===== src/rtl/cnn_layer_accel_conv_job_engine.sv =====
`default_nettype none
// +----------------------------------------------------------------------------+
// | Module      : cnn_layer_accel_conv_job_engine                              |
// | Description : Job-driven per-lane sliding-window (box) convolver with      |
// |               optional ReLU. Define CNN_CONV_JOB_STATS_EN for stall_count. |
// | Revision    : 1.0 - initial release                                        |
// +----------------------------------------------------------------------------+
module cnn_layer_accel_conv_job_engine #(
   parameter int C_NUM_LANES    = 8,
   parameter int C_PIXEL_WIDTH  = 16,
   parameter int C_MAX_WINDOW   = 7,
   parameter int C_OPCODE_WIDTH = 64,
   parameter int C_RESULT_WIDTH = C_PIXEL_WIDTH + $clog2(C_MAX_WINDOW)
) (
   input  logic                                    clk,
   input  logic                                    rst,
   input  logic [C_OPCODE_WIDTH-1:0]               opcode,
   input  logic                                    opcode_valid,
   output logic                                    opcode_accept,
   output logic                                    opcode_error,
   output logic                                    opcode_complete,
   input  logic [C_NUM_LANES*C_PIXEL_WIDTH-1:0]    datain,
   input  logic                                    datain_valid,
   output logic                                    datain_ready,
   output logic [C_NUM_LANES*C_RESULT_WIDTH-1:0]   dataout,
   output logic                                    dataout_valid,
   input  logic                                    dataout_ready
`ifdef CNN_CONV_JOB_STATS_EN
   ,
   output logic [31:0]                             stall_count
`endif
);

   localparam int W = C_PIXEL_WIDTH;
   localparam int R = C_RESULT_WIDTH;

   typedef enum logic [1:0] {
      S_IDLE   = 2'd0,
      S_DECODE = 2'd1,
      S_BUSY   = 2'd2,
      S_DRAIN  = 2'd3
   } state_t;

   state_t                                         state_q, state_d;
   logic [15:0]                                    n_q, n_d;
   logic [3:0]                                     k_q, k_d;
   logic                                           relu_q, relu_d;
   logic [15:0]                                    cnt_q, cnt_d;
   logic [C_NUM_LANES-1:0][C_MAX_WINDOW-1:0][W-1:0] win_q, win_d;
   logic [C_NUM_LANES-1:0][R-1:0]                  sum_q, sum_d;
   logic [C_NUM_LANES*R-1:0]                       dataout_q, dataout_d;
   logic                                           dataout_valid_q, dataout_valid_d;
   logic                                           accept_q, accept_d;
   logic                                           error_q, error_d;
   logic                                           complete_q, complete_d;

   logic [C_NUM_LANES-1:0][C_MAX_WINDOW-1:0][W-1:0] win_shift;
   logic [C_NUM_LANES-1:0][R-1:0]                  sum_new;
   logic [C_NUM_LANES-1:0][R-1:0]                  lane_res;
   logic [15:0]                                    op_n;
   logic [3:0]                                     op_k;
   logic                                           op_legal;
   logic                                           beat;
   logic [16:0]                                    cnt_next;
   logic [C_OPCODE_WIDTH-22:0]                     unused_opcode_bits;

   assign op_n               = opcode[15:0];
   assign op_k               = opcode[19:16];
   assign unused_opcode_bits = {opcode[C_OPCODE_WIDTH-1:25], opcode[23:20]};
   assign op_legal           = (op_k != 4'd0) && (32'(op_k) <= C_MAX_WINDOW) &&
                               ({12'd0, op_k} <= op_n);

   assign datain_ready = (state_q == S_BUSY) && (!dataout_valid_q || dataout_ready);
   assign beat         = datain_valid && datain_ready;
   assign cnt_next     = {1'b0, cnt_q} + 17'd1;

   // Window entry j holds the sample taken j+1 beats ago, so entry K-1 leaves the sum.
   for (genvar l = 0; l < C_NUM_LANES; l++) begin : g_lane
      logic [R-1:0] x_ext;
      logic [R-1:0] oldest;

      assign x_ext = {{(R-W){datain[l*W+W-1]}}, datain[l*W +: W]};

      always_comb begin
         oldest = '0;
         for (int j = 0; j < C_MAX_WINDOW; j++) begin
            if (j + 1 == 32'(k_q)) begin
               oldest = {{(R-W){win_q[l][j][W-1]}}, win_q[l][j]};
            end
         end
      end

      assign win_shift[l] = {win_q[l][C_MAX_WINDOW-2:0], datain[l*W +: W]};
      assign sum_new[l]   = sum_q[l] + x_ext - oldest;
      assign lane_res[l]  = (relu_q && sum_new[l][R-1]) ? '0 : sum_new[l];
   end

   always_comb begin
      state_d         = state_q;
      n_d             = n_q;
      k_d             = k_q;
      relu_d          = relu_q;
      cnt_d           = cnt_q;
      win_d           = win_q;
      sum_d           = sum_q;
      dataout_d       = dataout_q;
      dataout_valid_d = dataout_valid_q;
      accept_d        = 1'b0;
      error_d         = 1'b0;
      complete_d      = 1'b0;

      case (state_q)
         S_IDLE: begin
            if (opcode_valid) begin
               n_d      = op_n;
               k_d      = op_k;
               relu_d   = opcode[24];
               accept_d = 1'b1;
               error_d  = !op_legal;
               state_d  = S_DECODE;
            end
         end
         S_DECODE: begin
            if (error_q) begin
               state_d = S_IDLE;
            end else begin
               cnt_d   = '0;
               win_d   = '0;
               sum_d   = '0;
               state_d = S_BUSY;
            end
         end
         S_BUSY: begin
            if (dataout_ready) begin
               dataout_valid_d = 1'b0;
            end
            if (beat) begin
               win_d = win_shift;
               sum_d = sum_new;
               cnt_d = cnt_next[15:0];
               if (cnt_next >= {13'd0, k_q}) begin
                  dataout_d       = lane_res;
                  dataout_valid_d = 1'b1;
               end
               if (cnt_next == {1'b0, n_q}) begin
                  state_d = S_DRAIN;
               end
            end
         end
         S_DRAIN: begin
            if (dataout_valid_q && dataout_ready) begin
               dataout_valid_d = 1'b0;
               complete_d      = 1'b1;
               state_d         = S_IDLE;
            end
         end
         default: state_d = S_IDLE;
      endcase
   end

`ifdef CNN_CONV_JOB_STATS_EN
   logic [31:0] stall_q, stall_d;
   logic        stall_cycle;

   assign stall_cycle = ((state_q == S_BUSY) &&
                         (!datain_valid || (dataout_valid_q && !dataout_ready))) ||
                        ((state_q == S_DRAIN) && dataout_valid_q && !dataout_ready);

   always_comb begin
      stall_d = stall_q;
      if (state_q == S_DECODE && !error_q) begin
         stall_d = '0;
      end else if (stall_cycle && (stall_q != 32'hFFFF_FFFF)) begin
         stall_d = stall_q + 32'd1;
      end
   end

   assign stall_count = stall_q;
`endif

   always_ff @(posedge clk or negedge rst) begin
      if (!rst) begin
         state_q         <= S_IDLE;
         n_q             <= '0;
         k_q             <= '0;
         relu_q          <= 1'b0;
         cnt_q           <= '0;
         win_q           <= '0;
         sum_q           <= '0;
         dataout_q       <= '0;
         dataout_valid_q <= 1'b0;
         accept_q        <= 1'b0;
         error_q         <= 1'b0;
         complete_q      <= 1'b0;
`ifdef CNN_CONV_JOB_STATS_EN
         stall_q         <= '0;
`endif
      end else begin
         state_q         <= state_d;
         n_q             <= n_d;
         k_q             <= k_d;
         relu_q          <= relu_d;
         cnt_q           <= cnt_d;
         win_q           <= win_d;
         sum_q           <= sum_d;
         dataout_q       <= dataout_d;
         dataout_valid_q <= dataout_valid_d;
         accept_q        <= accept_d;
         error_q         <= error_d;
         complete_q      <= complete_d;
`ifdef CNN_CONV_JOB_STATS_EN
         stall_q         <= stall_d;
`endif
      end
   end

   assign opcode_accept   = accept_q;
   assign opcode_error    = error_q;
   assign opcode_complete = complete_q;
   assign dataout         = dataout_q;
   assign dataout_valid   = dataout_valid_q;

endmodule
`default_nettype wire

===== config.mk =====
export PLATFORM = sky130hd
export DESIGN_NAME = cnn_layer_accel_conv_job_engine
export DESIGN_NICKNAME = d
export VERILOG_FILES = /design/src/rtl/cnn_layer_accel_conv_job_engine.sv
export SDC_FILE = /design/constraint.sdc
export NUM_CORES = 2
export LEC_CHECK = 0
export ABC_CLOCK_PERIOD_IN_PS = 4800
export BUFFER_PORTS_ARGS = -buffer_cell sky130_fd_sc_hd__buf_2
export CAP_MARGIN = 20
export CORE_ASPECT_RATIO = 0.8
export CORE_UTILIZATION = 46
export CTS_CLUSTER_DIAMETER = 50
export DETAILED_ROUTE_END_ITERATION = 8
export PLACE_DENSITY = 0.64
export RECOVER_POWER = 25
export SYNTH_ARGS = -nofsm -noshare
export SYNTH_HDL_FRONTEND = slang
export SYNTH_SLANG_ARGS = --single-unit

===== constraint.sdc =====
create_clock -name clk -period 4.8 [get_ports clk]
set_clock_uncertainty 0.05 [all_clocks]
set_input_delay 0.48 -clock clk [delete_from_list [all_inputs] [get_ports clk]]
set_output_delay 0.48 -clock clk [all_outputs]
set_load 0.01 [all_outputs]

After elaboration in Yosys (flattened, before gate mapping)
Index checks and enable logic that the tools add are counted.

Flip-flop bits (word level): 1243. Bits in latches: 0. Memory bits (writable): 0. ROM bits: 0. Bits of input ports: 197. Output and inout port bits: 157. Logic and storage cells: 225. Memories kept: 0.

Add/sub/neg operators: 17. Multipliers: 0. Div/mod/pow operators: 0. Order comparisons: 3. Eq/ne operators: 16. Shift-type cells: 0. Mux-type cells: 90. Bitwise logic cells: 0. Reductions and logical operators: 25.

Operator list (number): $mux 896 (2); $pmux 896 s2 (1); $mux 19 (64); $mux 152 (2); $pmux 152 s2 (1); $add 19x19->19 (8); $sub 19x19->19 (8); $mux 16 (2); $pmux 16 s2 (1); $add 16x1->17 const B (1); $eq 17x16->1 (1); $ge 17x4->1 (1); $eq 3x4->1 const A (4); $le 4x16->1 (1); $logic_and 1x1->1 (13); $mux 1 (10); $mux 2 (5); $eq 2x4->1 const A (2); $ne 2x2->1 const B (4); $pmux 2 s4 (1); $reduce_and 3->1 (2); $eq 1x4->1 const A (1); $eq 2x2->1 const B (2); $le 4x3->1 const B (1); other kinds (10) (13).

Longest topological paths before layout
Depth after elaboration: 11. Depth in mapped cells: 23. Mapped depth without buffers: 19.

Worst setup path before layout
Ideal clock, no wire load.

Path kind: register -> register. From: register k_q[1]. To: register dataout_q[112], in the netlist dataout[112]. Library setup time: 0.121 ns. Data arrival time: 4.670 ns. Data required time: 4.629 ns. Slack: -0.041 ns. Cell stages (with the launch flop): 22. Path buffers: 3. Period minus slack after synthesis: 4.841 ns. Cell sequence: dfrtp_1 clkbuf_1 buf_1 mux2_2 a22o_1 a222oi_1 nand2_1 o21ai_0 nand2_1 ha_1 inv_1 ha_1 fa_1 a211oi_2 o21a_1 nor3_1 or4_1 a211o_1 o311ai_2 a21oi_4 buf_4 a22o_1.

Cells in the longest elaborated chain, start to end: 11. Elaborated cells between the ends (all ways): 19. Those cells by class: add/sub (1); order compare (1); eq/ne (7); mux (8); reduce/logical (2).

RTL lines: start, declared (line 46) `logic [3:0] k_q, k_d;`; start signal, assigned (line 201) `k_q <= k_d;`; $eq 1x4->1 (line 87) `if (j + 1 == 32'(k_q)) begin`; $mux 19 (7 in series) (line 87); $sub 19x19->19 (line 94) `assign sum_new[l] = sum_q[l] + x_ext - oldest;`; $logic_and 1x1->1 (line 95) `assign lane_res[l] = (relu_q && sum_new[l][R-1]) ? '0 : sum_new[l];`; $mux 19 (line 95); end signal, assigned (line 206) `dataout_q <= dataout_d;`; end, declared (line 51) `logic [C_NUM_LANES*R-1:0] dataout_q, dataout_d;`.

Several ways; a longest one is shown, not always the timed one. A chain may end at the register's enable or synchronous reset.

Worst setup path after layout
From: register k_q[3]. To: register dataout_q[103], in the netlist dataout[103].

Same word-level chain as after synthesis.

==> load_flow_metrics.sql <==
INSERT INTO impl_metrics (metric_group, metric, value, unit) VALUES
('final_layout', 'fillCellCount', '10900', ''),
('worst_setup_path', 'crit_chain', 'inv_1 -> nand2_1 -> buf_12 -> nor2_4 -> buf_12 -> buf_4 -> a222oi_1 -> and3_1 -> fa_1 -> ha_1 -> a21o_1 -> a21oi_1 -> o21ai_1 -> or4_4 -> a211o_1 -> o311ai_4 -> a21oi_4 -> buf_12 -> a22o_1', ''),
('logic_synthesis', 'synth_seq_area_share', '51.4', '%'),
('routing', 'route.detailed.vias_per_inst', '5.99', ''),
('routing', 'average_wire_length_per_cell_after_detail_routing', '22.0', 'um'),
('logic_synthesis', 'syn_std_cell_area', '0.0606', 'mm^2'),
('worst_setup_path', 'worst-endpoint-required', '5.41', 'ns'),
('worst_setup_path', 'crit_path_most_repeated_cell', 'sky130_fd_sc_hd__buf_12', ''),
('clocking', 'cts_inserted_buffers', '139', ''),
('clocking', 'clk_transition_reported_paths', '0.06', 'ns'),
('grt', 'overflow', '0', ''),
('clocking', 'cts_sinks', '1243', ''),
('placed_design', 'detailed_place_hpwl', '110', 'mm'),
('grt', 'wire_length_of_the_first_global_routing_pass', '266', 'mm'),
('final_layout', 'layout-drive-gt1-share', '17.0', '%'),
('worst_setup_path', 'regToRegEndpoint', 'dataout[103]$_DFFE_PN0P_', ''),
('sta', 'finalSetupViolations', '0', ''),
('clocking', 'clock_tree_root', 'sky130_fd_sc_hd__clkbuf_16', ''),
('min_path', 'min_path_cells', '3', ''),
('worst_setup_path', 'worst-r2r-cell-count', '19', ''),
('routing', 'drt_pre_antenna_iters', '7', ''),
('logic_synthesis', 'synthTopCellsByArea', 'sky130_fd_sc_hd__dfrtp_1, sky130_fd_sc_hd__a22o_1, sky130_fd_sc_hd__fa_1, sky130_fd_sc_hd__nand2_1, sky130_fd_sc_hd__ha_1', ''),
('grt', 'grt_antenna_before_repair', '4', ''),
('placed_design', 'place.port_buffers', '310', ''),
('run_status', 'violations', 'max-capacitance violations, max-slew violations', ''),
('run_status', 'status', 'complete, but fails checks', ''),
('min_path', 'worst_hold_path_type', 'primary input to flip-flop', ''),
('final_layout', 'finish.net_count', '6395', ''),
('min_path', 'worst_hold_path.endpoint', 'win_q[340]$_DFFE_PN0P_', ''),
('logic_synthesis', 'synthesis_stage_register_bit_count', '1243', ''),
('final_layout', 'postLayoutCoreUtil', '55.5', '%'),
('floorplanning', 'fp.dieW', '408', 'um'),
('grt', 'globalRouteTotalUtil', '25.2', '%'),
('routing', 'post-route-drc-count', '0', ''),
('final_layout', 'multi_input_comb_area', '0.0274', 'mm^2'),
('flow_run', 'max-cap-violations', '2', ''),
('floorplanning', 'core_area', '0.130', 'mm^2'),
('logic_synthesis', 'netlist_instances', '5369', ''),
('logic_synthesis', 'cell_with_the_most_instances_after_synthesis', 'sky130_fd_sc_hd__dfrtp_1', ''),
('sta', 'period_minus_slack', '4.69', 'ns'),
('sta', 'fin_crit_share', '97.7', '%'),
('sta', 'unrepaired_setup_endpoints_after_global_routing', 'true', ''),
('worst_setup_path', 'critical_path.startpoint_type', 'flip-flop', ''),
('floorplanning', 'ioPinCount', '354', ''),
('worst_setup_path', 'worst-setup-path-type', 'flip-flop to flip-flop', ''),
('routing', 'first_iter_violations', '5123', ''),
('final_layout', 'final-seq-area', '0.0311', 'mm^2'),
('routing', 'detail-route-antenna-nets', '0', ''),
('logic_synthesis', 'postSynthAreaPerCell', '11.3', 'um^2'),
('sta', 'worst-slew-pin-transition', '2.83', 'ns'),
('logic_synthesis', 'synth_edf_count', '0', ''),
('worst_setup_path', 'critical-path-max-stage-delay', '0.47', 'ns'),
('final_layout', 'design_area', '0.0722', 'mm^2'),
('logic_synthesis', 'yosysUniqueCellTypes', '85', ''),
('placed_design', 'placed_area', '0.0657', 'mm^2'),
('floorplanning', 'die_height', '327', 'um'),
('min_path', 'hold_path.startpoint', 'datain[52]', ''),
('sta', 'max_freq', '213', 'MHz'),
('worst_setup_path', 'timing.critical_path.slowest_stage_cell', 'sky130_fd_sc_hd__fa_1', ''),
('logic_synthesis', 'ys_dominant_reg_cell', 'sky130_fd_sc_hd__dfrtp_1', ''),
('logic_synthesis', 'synthesis.yosys.warnings', '0', ''),
('clocking', 'cts_tree', 'built', ''),
('sta', 'slew_violations', '89', ''),
('routing', 'vias', '46300', ''),
('worst_setup_path', 'setup.worst_path.end_class', 'flip-flop', ''),
('worst_setup_path', 'crit_family', 'compound AO/OA/AOI/OAI gates', ''),
('sta', 'maxSlewHeadroom', '-88.9', '%'),
('final_layout', 'synth_to_layout_area_growth', '19.3', '%'),
('logic_synthesis', 'synth_commonest_cells', 'sky130_fd_sc_hd__dfrtp_1, sky130_fd_sc_hd__a22o_1, sky130_fd_sc_hd__nand2_1', ''),
('sta', 'hold_viol_final', '0', ''),
('worst_setup_path', 'r2r-start', 'k_q[3]$_DFFE_PN0P_', '');
==> state kept, by name, indices dropped and copies added, names as in the netlist, named ones only <==
signal,cells
cnt_q,16
opcode_error,1
win_q,896
k_q,4
dataout,152
relu_q,1
state_q,1
opcode_accept,1
sum_q,152
dataout_valid,1
opcode_complete,1
n_q,16
==> how the worst max path moves through the flow <==
stage | slack (ns) | end | start | cells after the start
final | 0.11 | dataout[103]$_DFFE_PN0P_ | k_q[3]$_DFFE_PN0P_ | 19
after global routing | -0.05 | dataout[102]$_DFFE_PN0P_ | k_q[1]$_DFFE_PN0P_ | 19
after CTS | -0.02 | dataout[103]$_DFFE_PN0P_ | k_q[1]$_DFFE_PN0P_ | 18
after detailed placement | -0.12 | dataout[61]$_DFFE_PN0P_ | k_q[1]$_DFFE_PN0P_ | 17
after global placement | -0.1 | dataout[62]$_DFFE_PN0P_ | k_q[1]$_DFFE_PN0P_ | 17
after floorplan | 0.03 | dataout[112]$_DFFE_PN0P_ | k_q[1]$_DFFE_PN0P_ | 17
==> metrics by stage <==
step | hold WS (ns) | cells | setup WS (ns)
3_5_place_dp | 0.421 | 7327 | -0.124
2_1_floorplan | 0.134 | 5369 | 0.0322
6_report | 0.0633 | 7733 | 0.112
3_3_place_gp | 0.412 | 7327 | -0.0959
4_1_cts | 0.00758 | 7719 | -0.0205
5_1_grt | 0.0408 | 7733 | -0.0493
==> logic make-up (layout without fill, tap and decap cells) <==
| family | after synthesis | count (layout) | share of synthesized area, % |
|---|---|---|---|
| mux | 67 | 67 | 1.24 |
| buf+inv | 576 | 1199 | 3.93 |
| xor+xnor | 163 | 163 | 2.36 |
| other cells | 0 | 1 | 0 |
| simple gates | 967 | 967 | 7.07 |
| flops | 1243 | 1243 | 51.4 |
| compound gates | 2040 | 2040 | 25.8 |
| fa+ha+maj | 313 | 313 | 8.25 |
==> repair_timing <==
item	CTS	global route
setup endpoints to repair	120	166
hold buffers	136	0
pin swaps	4	40
cloned	1	1
endpoints found under the hold margin	218	0
buffers inserted	7	12
resized for setup	8	71
==> cell usage in the layout (no fill, tap or decap), types with 9 or more instances in the layout <==
cell and n:
sky130_fd_sc_hd__nand2_1 638, sky130_fd_sc_hd__o21bai_1 38, sky130_fd_sc_hd__inv_6 12, sky130_fd_sc_hd__dfrtp_1 1241, sky130_fd_sc_hd__buf_2 309, sky130_fd_sc_hd__and4_1 12
sky130_fd_sc_hd__nor3_1 12, sky130_fd_sc_hd__nor2_1 73, sky130_fd_sc_hd__o31ai_1 19, sky130_fd_sc_hd__a211oi_1 12, sky130_fd_sc_hd__a222oi_1 74, sky130_fd_sc_hd__mux2_2 65
sky130_fd_sc_hd__nand4_1 19, sky130_fd_sc_hd__clkbuf_1 30, sky130_fd_sc_hd__a21o_1 67, sky130_fd_sc_hd__buf_6 10, sky130_fd_sc_hd__fa_1 138, sky130_fd_sc_hd__xnor2_1 111
sky130_fd_sc_hd__a22oi_1 251, sky130_fd_sc_hd__o21a_1 11, sky130_fd_sc_hd__clkbuf_8 20, sky130_fd_sc_hd__a21oi_1 145, sky130_fd_sc_hd__ha_1 168, sky130_fd_sc_hd__xor2_1 52
sky130_fd_sc_hd__bufinv_16 12, sky130_fd_sc_hd__a31oi_1 9, sky130_fd_sc_hd__dlygate4sd3_1 136, sky130_fd_sc_hd__nand3_1 43, sky130_fd_sc_hd__clkbuf_16 148, sky130_fd_sc_hd__or3_1 11
sky130_fd_sc_hd__and3_1 83, sky130_fd_sc_hd__o21ai_1 34, sky130_fd_sc_hd__buf_4 260, sky130_fd_sc_hd__inv_1 169, sky130_fd_sc_hd__clkinv_2 15, sky130_fd_sc_hd__a22o_1 968
sky130_fd_sc_hd__buf_12 49, sky130_fd_sc_hd__o21ai_0 321
==> worst reg2reg max path: stages (launching register included) <==
cell and delay, ns:
sky130_fd_sc_hd__dfrtp_1 0.38, sky130_fd_sc_hd__inv_1 0.07, sky130_fd_sc_hd__nand2_1 0.15, sky130_fd_sc_hd__buf_12 0.18, sky130_fd_sc_hd__nor2_4 0.18, sky130_fd_sc_hd__buf_12 0.21, sky130_fd_sc_hd__buf_4 0.32, sky130_fd_sc_hd__a222oi_1 0.11
sky130_fd_sc_hd__and3_1 0.19, sky130_fd_sc_hd__fa_1 0.47, sky130_fd_sc_hd__ha_1 0.33, sky130_fd_sc_hd__a21o_1 0.16, sky130_fd_sc_hd__a21oi_1 0.26, sky130_fd_sc_hd__o21ai_1 0.20, sky130_fd_sc_hd__or4_4 0.46, sky130_fd_sc_hd__a211o_1 0.31
sky130_fd_sc_hd__o311ai_4 0.09, sky130_fd_sc_hd__a21oi_4 0.11, sky130_fd_sc_hd__buf_12 0.17, sky130_fd_sc_hd__a22o_1 0.19
==> routing by layer <==
layer / track usage [%] / up-vias / share of wire [%]
li1: - / 21000 / -
met1: 39.4 / 23700 / 49
met2: 35.9 / 1353 / 43
met3: 3.84 / 219 / 5.7
met4: 7.44 / 4 / 2.1
met5: 0 / - / 0.016
==> final cells by class <==
| cell class | count | area share (%) |
|---|---|---|
| Sequential cell | 1243 | 43.1 |
| Multi-Input combinational cell | 3550 | 38.0 |
| Timing Repair Buffer | 780 | 8.48 |
| Clock buffer | 193 | 5.61 |
| Tap cell | 1740 | 3.01 |
| Clock inverter | 55 | 0.953 |
| Inverter | 171 | 0.888 |
| Antenna cell | 1 | 0.00346 |
Power is not shown: default switching activity piles up to over one toggle a cycle in this logic, so the estimate is an artifact.
